### config.mk
export PLATFORM = sky130hd
export DESIGN_NAME = arbiter_control
export DESIGN_NICKNAME = d
export VERILOG_FILES = /design/src/rtl/arbiter_control.sv
export SDC_FILE = /design/constraint.sdc
export NUM_CORES = 1
export LEC_CHECK = 0
export ABC_AREA = 1
export ABC_CLOCK_PERIOD_IN_PS = 1580
export CORE_MARGIN = 3
export CORE_UTILIZATION = 50
export CTS_CLUSTER_DIAMETER = 150
export DETAILED_ROUTE_END_ITERATION = 12
export GPL_TIMING_DRIVEN = 0
export PLACE_DENSITY = 0.77
export SYNTH_ARGS = -nofsm -noshare
export SYNTH_HDL_FRONTEND = slang
export SYNTH_SLANG_ARGS = --single-unit
### constraint.sdc
create_clock -name clk -period 1.58 [get_ports clk]
set_input_delay 0.316 -clock clk [delete_from_list [all_inputs] [get_ports clk]]
set_output_delay 0.316 -clock clk [all_outputs]
set_load 0.02 [all_outputs]
### src/rtl/arbiter_control.sv
// arbiter_control: round-robin owner of the shared pmem port for the I/D caches,
// with writeback/refill locking, saturating grant counters and a stuck-transaction watchdog.
module arbiter_control #(
    parameter int CNT_W   = 16,
    parameter int TIMEOUT = 1023,
    parameter bit LOCK_WB = 1'b1
) (
    input  logic             clk,
    input  logic             rst_n,
    input  logic             iread,
    input  logic             dread,
    input  logic             dwrite,
    input  logic             pmem_resp,
    output logic             cache_sel,
    output logic             arb_busy,
    output logic [CNT_W-1:0] i_grants,
    output logic [CNT_W-1:0] d_grants,
    output logic             timeout
);
    localparam int WW = $clog2(TIMEOUT + 1);
    localparam logic [WW-1:0] T_MAX  = WW'(TIMEOUT);
    localparam logic [WW-1:0] T_LAST = WW'(TIMEOUT - 1);

    typedef enum logic [1:0] {IDLE, SERVE_I, SERVE_D, GAP} state_t;

    state_t           state_q, state_d;
    logic             last_d_q, last_d_d;
    logic             wb_lock_q, wb_lock_d;
    logic             timeout_q, timeout_d;
    logic [WW-1:0]    wait_q, wait_d;
    logic [CNT_W-1:0] ig_q, ig_d, dg_q, dg_d;
    logic             dreq, req_any, grant_d, grant, serving, done;

    always_ff @(posedge clk or negedge rst_n) begin
        if (!rst_n) begin
            state_q   <= IDLE;
            last_d_q  <= 1'b1;
            wb_lock_q <= 1'b0;
            timeout_q <= 1'b0;
            wait_q    <= '0;
            ig_q      <= '0;
            dg_q      <= '0;
        end else begin
            state_q   <= state_d;
            last_d_q  <= last_d_d;
            wb_lock_q <= wb_lock_d;
            timeout_q <= timeout_d;
            wait_q    <= wait_d;
            ig_q      <= ig_d;
            dg_q      <= dg_d;
        end
    end

    // A simultaneous dread+dwrite is a write, so it never qualifies for the refill lock.
    always_comb begin
        dreq    = dread | dwrite;
        req_any = iread | dreq;
        grant_d = dreq & (~iread | ~last_d_q | (wb_lock_q & dread & ~dwrite));
        grant   = (state_q == IDLE) & req_any;
        serving = (state_q == SERVE_I) | (state_q == SERVE_D);
        done    = serving & pmem_resp;
    end

    always_comb begin
        state_d = state_q;
        case (state_q)
            IDLE:             state_d = req_any ? (grant_d ? SERVE_D : SERVE_I) : IDLE;
            SERVE_I, SERVE_D: state_d = pmem_resp ? GAP : state_q;
            default:          state_d = IDLE;
        endcase
    end

    always_comb begin
        last_d_d  = done ? (state_q == SERVE_D) : last_d_q;
        wb_lock_d = done ? (LOCK_WB & (state_q == SERVE_D) & dwrite) : (grant ? 1'b0 : wb_lock_q);
        wait_d    = done ? '0 : ((serving && wait_q != T_MAX) ? wait_q + WW'(1) : wait_q);
        timeout_d = timeout_q | (serving & ~pmem_resp & (wait_q == T_LAST));
        ig_d      = (grant & ~grant_d & ~&ig_q) ? ig_q + CNT_W'(1) : ig_q;
        dg_d      = (grant & grant_d & ~&dg_q) ? dg_q + CNT_W'(1) : dg_q;
    end

    always_comb begin
        cache_sel = last_d_q;
        case (state_q)
            IDLE:    cache_sel = req_any ? grant_d : last_d_q;
            SERVE_I: cache_sel = 1'b0;
            SERVE_D: cache_sel = 1'b1;
            default: cache_sel = last_d_q;
        endcase
        arb_busy = serving;
        i_grants = ig_q;
        d_grants = dg_q;
        timeout  = timeout_q;
    end
endmodule

==> impl_metrics.prom, run 1 <==
# TYPE chip_impl_metric gauge
chip_impl_metric{name="synth_cell_types",unit=""} 30
chip_impl_info{name="ys_top_cells_by_count",value="nand2_1 (181), dfrtp_1 (46), nor2_1 (42)"} 1
chip_impl_info{name="synth.top_cells.by_area",value="dfrtp_1 (39%), nand2_1 (23%), nor2_1 (5.3%), xnor2_1 (5.0%), inv_1 (4.2%)"} 1
chip_impl_metric{name="gpl.final_weighted_congestion",unit=""} 0.880
chip_impl_metric{name="worst_ir_drop_vdd",unit="mV"} 1.29
chip_impl_metric{name="drt_first_pass_iters",unit=""} 4
chip_impl_info{name="yosys.area.top_type",value="dfrtp_1"} 1
chip_impl_metric{name="clock-skew-final",unit="ns"} 0.00945
chip_impl_info{name="worst_hold_end",value="timeout"} 1
chip_impl_metric{name="synth_largest_type_area_fraction",unit="%"} 38.9
chip_impl_metric{name="netlist_area_before_placement",unit="um^2"} 2960
chip_impl_metric{name="synth_nets",unit=""} 428
chip_impl_info{name="grt_setup_unrepaired",value="true"} 1
chip_impl_metric{name="numClockSinks",unit=""} 47
chip_impl_info{name="violations",value="setup timing"} 1
chip_impl_metric{name="synth.yosys.seq_area_share",unit="%"} 39.8
chip_impl_metric{name="placed_area",unit="um^2"} 3470
chip_impl_metric{name="timing_worst_slew_pin_value",unit="ns"} 0.447
chip_impl_metric{name="multiInputGateArea",unit="um^2"} 1720
chip_impl_metric{name="max_freq",unit="GHz"} 0.583
chip_impl_metric{name="p_switching",unit="mW"} 1.92
chip_impl_metric{name="dp_hpwl",unit="um"} 4830
chip_impl_metric{name="design.final.nets",unit=""} 505
chip_impl_metric{name="layout.filler_cells",unit=""} 452
chip_impl_info{name="tritoncts",value="done"} 1
chip_impl_metric{name="grt_pass1_wl",unit="um"} 11900
chip_impl_metric{name="critical_path_peak_fanout",unit=""} 3
chip_impl_metric{name="synth_area_per_cell",unit="um^2"} 7.12
chip_impl_metric{name="finalCritPeriodShare",unit="%"} 109
chip_impl_metric{name="swShare",unit="%"} 40.9
chip_impl_metric{name="row_count",unit=""} 27
chip_impl_metric{name="timing.final.max_slew_violations",unit=""} 0
chip_impl_info{name="synth_most_common_cell",value="nand2_1"} 1
chip_impl_metric{name="seqCellArea",unit="um^2"} 1190
chip_impl_metric{name="worst-r2r-setup-slack",unit="ns"} -0.11
chip_impl_metric{name="async_set_or_reset_register_ratio_after_synthesis",unit="%"} 100
chip_impl_metric{name="grt_overflow_total",unit=""} 0
chip_impl_metric{name="comb_power_share",unit="%"} 51.0
chip_impl_metric{name="first_global_vias",unit=""} 2626
chip_impl_metric{name="power_report.internal_total",unit="mW"} 2.77
chip_impl_metric{name="yosys_warnings",unit=""} 0
chip_impl_metric{name="drt_drc_violations_left",unit=""} 0
chip_impl_metric{name="count_of_flip_flops_with_a_built_in_enable_after_synthesis",unit=""} 0
chip_impl_metric{name="start_util",unit="%"} 52.7
chip_impl_metric{name="vias",unit=""} 2906
chip_impl_info{name="critical_path.endpoint_type",value="output port"} 1
chip_impl_info{name="hold_path_class",value="reg2reg"} 1
chip_impl_metric{name="synthesis.instances",unit=""} 415
chip_impl_info{name="r2r-start",value="last_d_q"} 1
chip_impl_metric{name="final_design_area_no_fill",unit="um^2"} 3920
chip_impl_metric{name="final.min_clock_period",unit="ns"} 1.72
chip_impl_info{name="timing.hold.worst.start",value="timeout"} 1
chip_impl_metric{name="worst_ep_required_time",unit="ns"} 1.26
chip_impl_metric{name="antenna_cells_inserted",unit=""} 0
chip_impl_metric{name="globalRouteTotalUtil",unit="%"} 20.4
chip_impl_metric{name="power.share.sequential",unit="%"} 33.8
chip_impl_metric{name="h_tree_depth",unit=""} 2
chip_impl_metric{name="hold_viol",unit=""} 0
chip_impl_metric{name="cts_buffer_count",unit=""} 5
chip_impl_metric{name="antenna_left",unit=""} 0
chip_impl_info{name="dominantRegCellSynth",value="dfrtp_1"} 1
chip_impl_metric{name="grt_antenna_before_repair",unit=""} 0
chip_impl_info{name="rr_endpoint",value="i_grants[13]"} 1
chip_impl_info{name="criticalPathCategory",value="in2out"} 1
chip_impl_metric{name="floorplan.die.height",unit="um"} 82.9
chip_impl_metric{name="placeableCoreArea",unit="um^2"} 5610
chip_impl_metric{name="finish.utilization",unit="%"} 70.0
chip_impl_metric{name="cts-root-to-sink-buffers",unit=""} 2
chip_impl_metric{name="clk_pin_slew_worst_paths",unit="ns"} 0.08
chip_impl_metric{name="ratio_of_cells_with_drive_above_1_in_the_final_layout",unit="%"} 20.9
chip_impl_metric{name="grt_max_degree",unit=""} 31
chip_impl_metric{name="port_buffers",unit=""} 40
chip_impl_metric{name="syn_to_final_growth",unit="%"} 32.7
chip_impl_metric{name="fin_hold_ws",unit="ns"} 0.467
chip_impl_metric{name="max-slew-margin-rel",unit="%"} 70.2
chip_impl_metric{name="drt-vias-per-instance",unit=""} 5.14
chip_impl_metric{name="setup_viol_count_final",unit=""} 18
chip_impl_metric{name="routed_wl",unit="um"} 7290
chip_impl_metric{name="route.detailed.wl_per_inst",unit="um"} 12.9
chip_impl_metric{name="dieWidth",unit="um"} 82.9
chip_impl_metric{name="drtIter0Drc",unit=""} 117
chip_impl_metric{name="hold_path_depth",unit=""} 1
chip_impl_metric{name="boundaryPins",unit=""} 41
chip_impl_info{name="clk_root_buffer_cell",value="clkbuf_8"} 1
chip_impl_info{name="startpoint_type_of_the_worst_setup_path",value="primary input"} 1
chip_impl_metric{name="critPathArrivalTime",unit="ns"} 1.40
chip_impl_metric{name="power_leakage",unit="nW"} 2.00
chip_impl_metric{name="die-area",unit="um^2"} 6870
chip_impl_metric{name="fin_ws",unit="ns"} -0.135
chip_impl_metric{name="power.clock.fraction",unit="%"} 15.2
chip_impl_metric{name="synth.ff_latch_count",unit=""} 47
chip_impl_info{name="status",value="finished, violations left"} 1
chip_impl_metric{name="reg2reg_depth",unit=""} 11
chip_impl_metric{name="cap_viol_max_count",unit=""} 0
chip_impl_metric{name="clkLatencyLatePin",unit="ns"} 0.30
chip_impl_metric{name="power_per_cell_area",unit="nW/um^2"} 1190
-- registers in the layout, summed over array words and instances (netlist names) --
name / count
wait_q: 10
last_d_q: 1
timeout: 1
i_grants: 16
state_q: 2
wb_lock_q: 1
d_grants: 16
-- metrics by stage --
step           cells  power (mW)  setup TNS, ns  setup slack (ns)
6_report         565        4.69          -1.62            -0.135
5_1_grt          565        5.02          -3.20            -0.211
4_1_cts          549        4.28         -0.122            -0.122
3_5_place_dp     528        3.34          -9.06            -0.728
3_3_place_gp     527        3.31         -64.63             -1.39
2_1_floorplan    415        2.76              0            0.0520
-- final cells by class --
type	instances	share of cell area [%]
buffer	6	1.85
clock buffer	7	1.95
clock inverter	1	0.128
inverter	35	3.41
multi-input combinational	327	43.9
sequential	47	30.2
tap	72	2.30
timing repair buffer	70	16.2
-- metal layers --
metal	wire length, um	GRT usage, %	share of wire [%]	vias up
met5	0	0	0	-
met4	38	4.75	0.52	0
met3	289	4.27	4.0	2
met2	3670	34.3	50	68
met1	3290	27.1	45	1388
li1	-	-	-	1448
-- worst max path at each step --
| stage | start | end |
|---|---|---|
| after detailed placement | dwrite | cache_sel |
| after global placement | rst_n | d_grants[1] |
| after floorplan | d_grants[0] | d_grants[12] |
| after CTS | state_q[1] | cache_sel |
| after global routing | dread | cache_sel |
| final | dread | cache_sel |
-- cell families (layout without fill, tap and decap cells) --
kind of cell / Yosys count / count (layout) / share of synthesized area [%]
adder cells (fa/ha/maj): 7 / 7 / 2.96
AO/OA/AOI/OAI: 20 / 20 / 3.77
XOR/XNOR: 23 / 23 / 6.81
flip-flops: 47 / 47 / 39.8
AND/OR/NAND/NOR: 277 / 277 / 40.1
buffers and inverters: 41 / 119 / 6.52
-- worst max-delay path, cell delays in order --
cell and delay, ns:
clkdlybuf4s50_1 0.40, inv_1 0.08, nand2_2 0.08, nor2_1 0.14
nand2_1 0.06, nand2_1 0.06, nand2_1 0.06, nand2_2 0.08
buf_6 0.12
-- layout by cell type (no fill, tap or decap), types with 2 or more instances in the layout --
master             n
buf_4             27
xor2_1             6
nand2_2           16
buf_12             4
inv_2              7
nand2_4            3
buf_6              5
clkbuf_1           2
xnor2_1           17
nand3_2            3
ha_4               5
nor2_2             3
inv_1             27
o21ai_1            6
clkbuf_8           5
dfrtp_2            7
clkdlybuf4s50_1    2
nand4_1            9
dlygate4sd2_1     34
dfrtp_1           39
nor2_1            39
o21ai_0            9
nor2_4             7
nand3_1           19
nand2_1          176
-- repair_timing --
item,in CTS,in global routing
pin swaps,5,18
endpoints found under the hold margin,17,0
hold buffers,1,0
cloned,0,1
buffers inserted,12,15
resized for setup,69,25
setup endpoints to repair,70,43
-- power groups by stage --
stage	registers, mW	clock network (mW)	logic (mW)
2_1_floorplan	1.65	0	1.10
3_3_place_gp	1.58	0	1.72
3_5_place_dp	1.59	0	1.75
4_1_cts	1.56	0.726	1.99
5_1_grt	1.61	0.784	2.63
6_report	1.58	0.714	2.39
Note: power is estimated with default switching activity, not from simulation.
==> run 2: changes to the inputs <==
- GPL_ROUTABILITY_DRIVEN: unset -> 0
- PLACE_DENSITY: 0.77 -> 0.83
==> impl_metrics.prom, run 2 (synthesis gave the netlist of run 1 again) <==
# TYPE chip_impl_metric gauge
chip_impl_metric{name="route.detailed.wl_per_inst",unit="um"} 13.4
chip_impl_info{name="crit_top_cell",value="nand3_2"} 1
chip_impl_metric{name="finalCritPeriodShare",unit="%"} 115
chip_impl_metric{name="boundaryPins",unit=""} 41
chip_impl_metric{name="power_leakage",unit="nW"} 1.95
chip_impl_info{name="layout_commonest_cell",value="nand2_1"} 1
chip_impl_metric{name="die-area",unit="um^2"} 6870
chip_impl_metric{name="clk_pin_slew_worst_paths",unit="ns"} 0.09
chip_impl_metric{name="p_total",unit="mW"} 4.76
chip_impl_metric{name="antenna_cells_inserted",unit=""} 0
chip_impl_metric{name="start_util",unit="%"} 52.7
chip_impl_info{name="critPathSlowestCell",value="dfstp_2"} 1
chip_impl_info{name="grt_setup_unrepaired",value="true"} 1
chip_impl_metric{name="cts-root-to-sink-buffers",unit=""} 2
chip_impl_metric{name="critical_path_peak_fanout",unit=""} 3
chip_impl_info{name="mostFrequentLayoutCells",value="nand2_1 (177), dfrtp_1 (39), nor2_1 (38)"} 1
chip_impl_metric{name="worst_ep_required_time",unit="ns"} 1.26
chip_impl_metric{name="globalRouteTotalUtil",unit="%"} 21.3
chip_impl_info{name="r2r-start",value="state_q[0]"} 1
chip_impl_metric{name="grt_max_degree",unit=""} 36
chip_impl_info{name="clk_root_buffer_cell",value="clkbuf_8"} 1
chip_impl_metric{name="syn_to_final_growth",unit="%"} 30.5
chip_impl_metric{name="port_buffers",unit=""} 40
chip_impl_info{name="hold_path_class",value="in2async"} 1
chip_impl_metric{name="cts_buffer_count",unit=""} 5
chip_impl_info{name="sequence_of_cells_on_the_critical_path",value="nand3_2 > nand3_2 > inv_2 > o21ai_2 > nand2_2 > buf_6"} 1
chip_impl_metric{name="dp_hpwl",unit="um"} 4800
chip_impl_metric{name="layout.filler_cells",unit=""} 485
chip_impl_info{name="criticalPathCategory",value="reg2out"} 1
chip_impl_metric{name="final.min_clock_period",unit="ns"} 1.82
chip_impl_metric{name="floorplan.die.height",unit="um"} 82.9
chip_impl_metric{name="first_global_vias",unit=""} 2745
chip_impl_metric{name="worst_ir_drop_vdd",unit="mV"} 1.16
chip_impl_metric{name="timing.final.max_slew_violations",unit=""} 0
chip_impl_metric{name="clock-skew-final",unit="ns"} 0.00462
chip_impl_metric{name="dieWidth",unit="um"} 82.9
chip_impl_metric{name="drt_first_pass_iters",unit=""} 5
chip_impl_info{name="rr_endpoint",value="i_grants[6]"} 1
chip_impl_metric{name="numClockSinks",unit=""} 47
chip_impl_metric{name="critPathArrivalTime",unit="ns"} 1.51
chip_impl_metric{name="max-slew-margin-rel",unit="%"} 76.7
chip_impl_metric{name="power_per_cell_area",unit="nW/um^2"} 1230
chip_impl_info{name="violations",value="setup timing"} 1
chip_impl_metric{name="row_count",unit=""} 27
chip_impl_info{name="critical_path.endpoint_type",value="output port"} 1
chip_impl_metric{name="design.final.nets",unit=""} 498
chip_impl_metric{name="cap_viol_max_count",unit=""} 0
chip_impl_metric{name="reg2reg_depth",unit=""} 10
chip_impl_metric{name="timing_worst_slew_pin_value",unit="ns"} 0.349
chip_impl_info{name="worst_path_dominant_cell_family",value="flip-flops"} 1
chip_impl_metric{name="grt_pass1_wl",unit="um"} 12200
chip_impl_metric{name="vias",unit=""} 2887
chip_impl_metric{name="ratio_of_cells_with_drive_above_1_in_the_final_layout",unit="%"} 19.8
chip_impl_info{name="startpoint_type_of_the_worst_setup_path",value="register"} 1
chip_impl_info{name="status",value="finished, violations left"} 1
chip_impl_metric{name="grt_antenna_before_repair",unit=""} 0
chip_impl_metric{name="routed_wl",unit="um"} 7480
chip_impl_metric{name="critical_path.n_buffers_inverters",unit=""} 2
chip_impl_metric{name="timing.critical_path.slowest_cell_delay",unit="ns"} 0.55
chip_impl_metric{name="drtIter0Drc",unit=""} 144
chip_impl_metric{name="grt_overflow_total",unit=""} 0
chip_impl_metric{name="drt-vias-per-instance",unit=""} 5.17
chip_impl_metric{name="h_tree_depth",unit=""} 2
chip_impl_metric{name="hold_viol",unit=""} 0
chip_impl_metric{name="fin_ws",unit="ns"} -0.243
chip_impl_metric{name="drt_drc_violations_left",unit=""} 0
chip_impl_metric{name="worst-r2r-setup-slack",unit="ns"} -0.03
chip_impl_metric{name="antenna_left",unit=""} 0
chip_impl_metric{name="placeableCoreArea",unit="um^2"} 5610
chip_impl_info{name="tritoncts",value="done"} 1
chip_impl_metric{name="setup_viol_count_final",unit=""} 11
chip_impl_metric{name="finish.utilization",unit="%"} 68.8
chip_impl_metric{name="clkLatencyLatePin",unit="ns"} 0.31
chip_impl_metric{name="max_freq",unit="GHz"} 0.549
[run 2: changes by cell type in the layout (fill, tap and decap cells not counted), sizes merged]
cell	delta
clkbuf	-2
clkinvlp	+2
buf	-7
[run 2: cell type report]
type / instances / area (um^2) / share of cell area (%)
tap: 72 / 90.1 / 2.33
timing repair buffer: 63 / 583 / 15.1
clock buffer: 5 / 68.8 / 1.78
buffer: 6 / 66.3 / 1.72
sequential: 47 / 1190 / 30.7
inverter: 35 / 134 / 3.47
multi-input combinational: 327 / 1710 / 44.3
clock inverter: 3 / 20.0 / 0.519
[run 2: stage by stage]
stage	std cells	hold WS [ns]	area [um^2]	setup WS [ns]	TNS (ns)
floorplan	415	0.0204	2960	0.0520	0
global placement	527	0.460	3450	-1.33	-63.03
detailed placement	528	0.236	3470	-0.730	-8.99
CTS	542	0.429	3620	-0.165	-0.165
global route	558	0.451	3860	-0.318	-3.07
finish	558	0.430	3860	-0.243	-0.532
[run 2: worst max path at each step]
stage | startpoint | endpoint | slack, ns | depth (start not counted)
detailed placement | dwrite | cache_sel | -0.73 | 8
global placement | rst_n | d_grants[0] | -1.33 | 1
finish | last_d_q | cache_sel | -0.24 | 6
CTS | last_d_q | cache_sel | -0.16 | 6
global route | state_q[0] | cache_sel | -0.32 | 7
floorplan | d_grants[0] | d_grants[12] | 0.05 | 9
[run 2: what timing repair did]
action / in CTS / in global routing
setup endpoints to repair: 70 / 44
gates resized for setup: 63 / 27
hold endpoints to repair: 12 / 0
gates cloned: 0 / 2
pin swaps: 3 / 3
buffers inserted: 5 / 14
hold buffers: 1 / 0
[run 2: power breakdown]
part	total [mW]	switching, mW	leakage [nW]	internal, mW
Combinational	2.42	1.35	1.29	1.07
Clock	0.752	0.444	0.0402	0.309
Sequential	1.59	0.209	0.629	1.38
Total	4.76	2.00	1.95	2.76
[run 2: layer usage]
layer	global-route usage, %	routed length [um]	vias to the layer above
met5	0	0	-
li1	-	-	1426
met4	7.73	162	0
met2	36.6	3640	107
met3	4.66	464	15
met1	26.2	3210	1339
==> run 3: changes to the inputs <==
- CTS_CLUSTER_DIAMETER: 150 -> unset
==> results of run 3 <==
The final DEF is identical to that of run 2; final timing and power are the same.
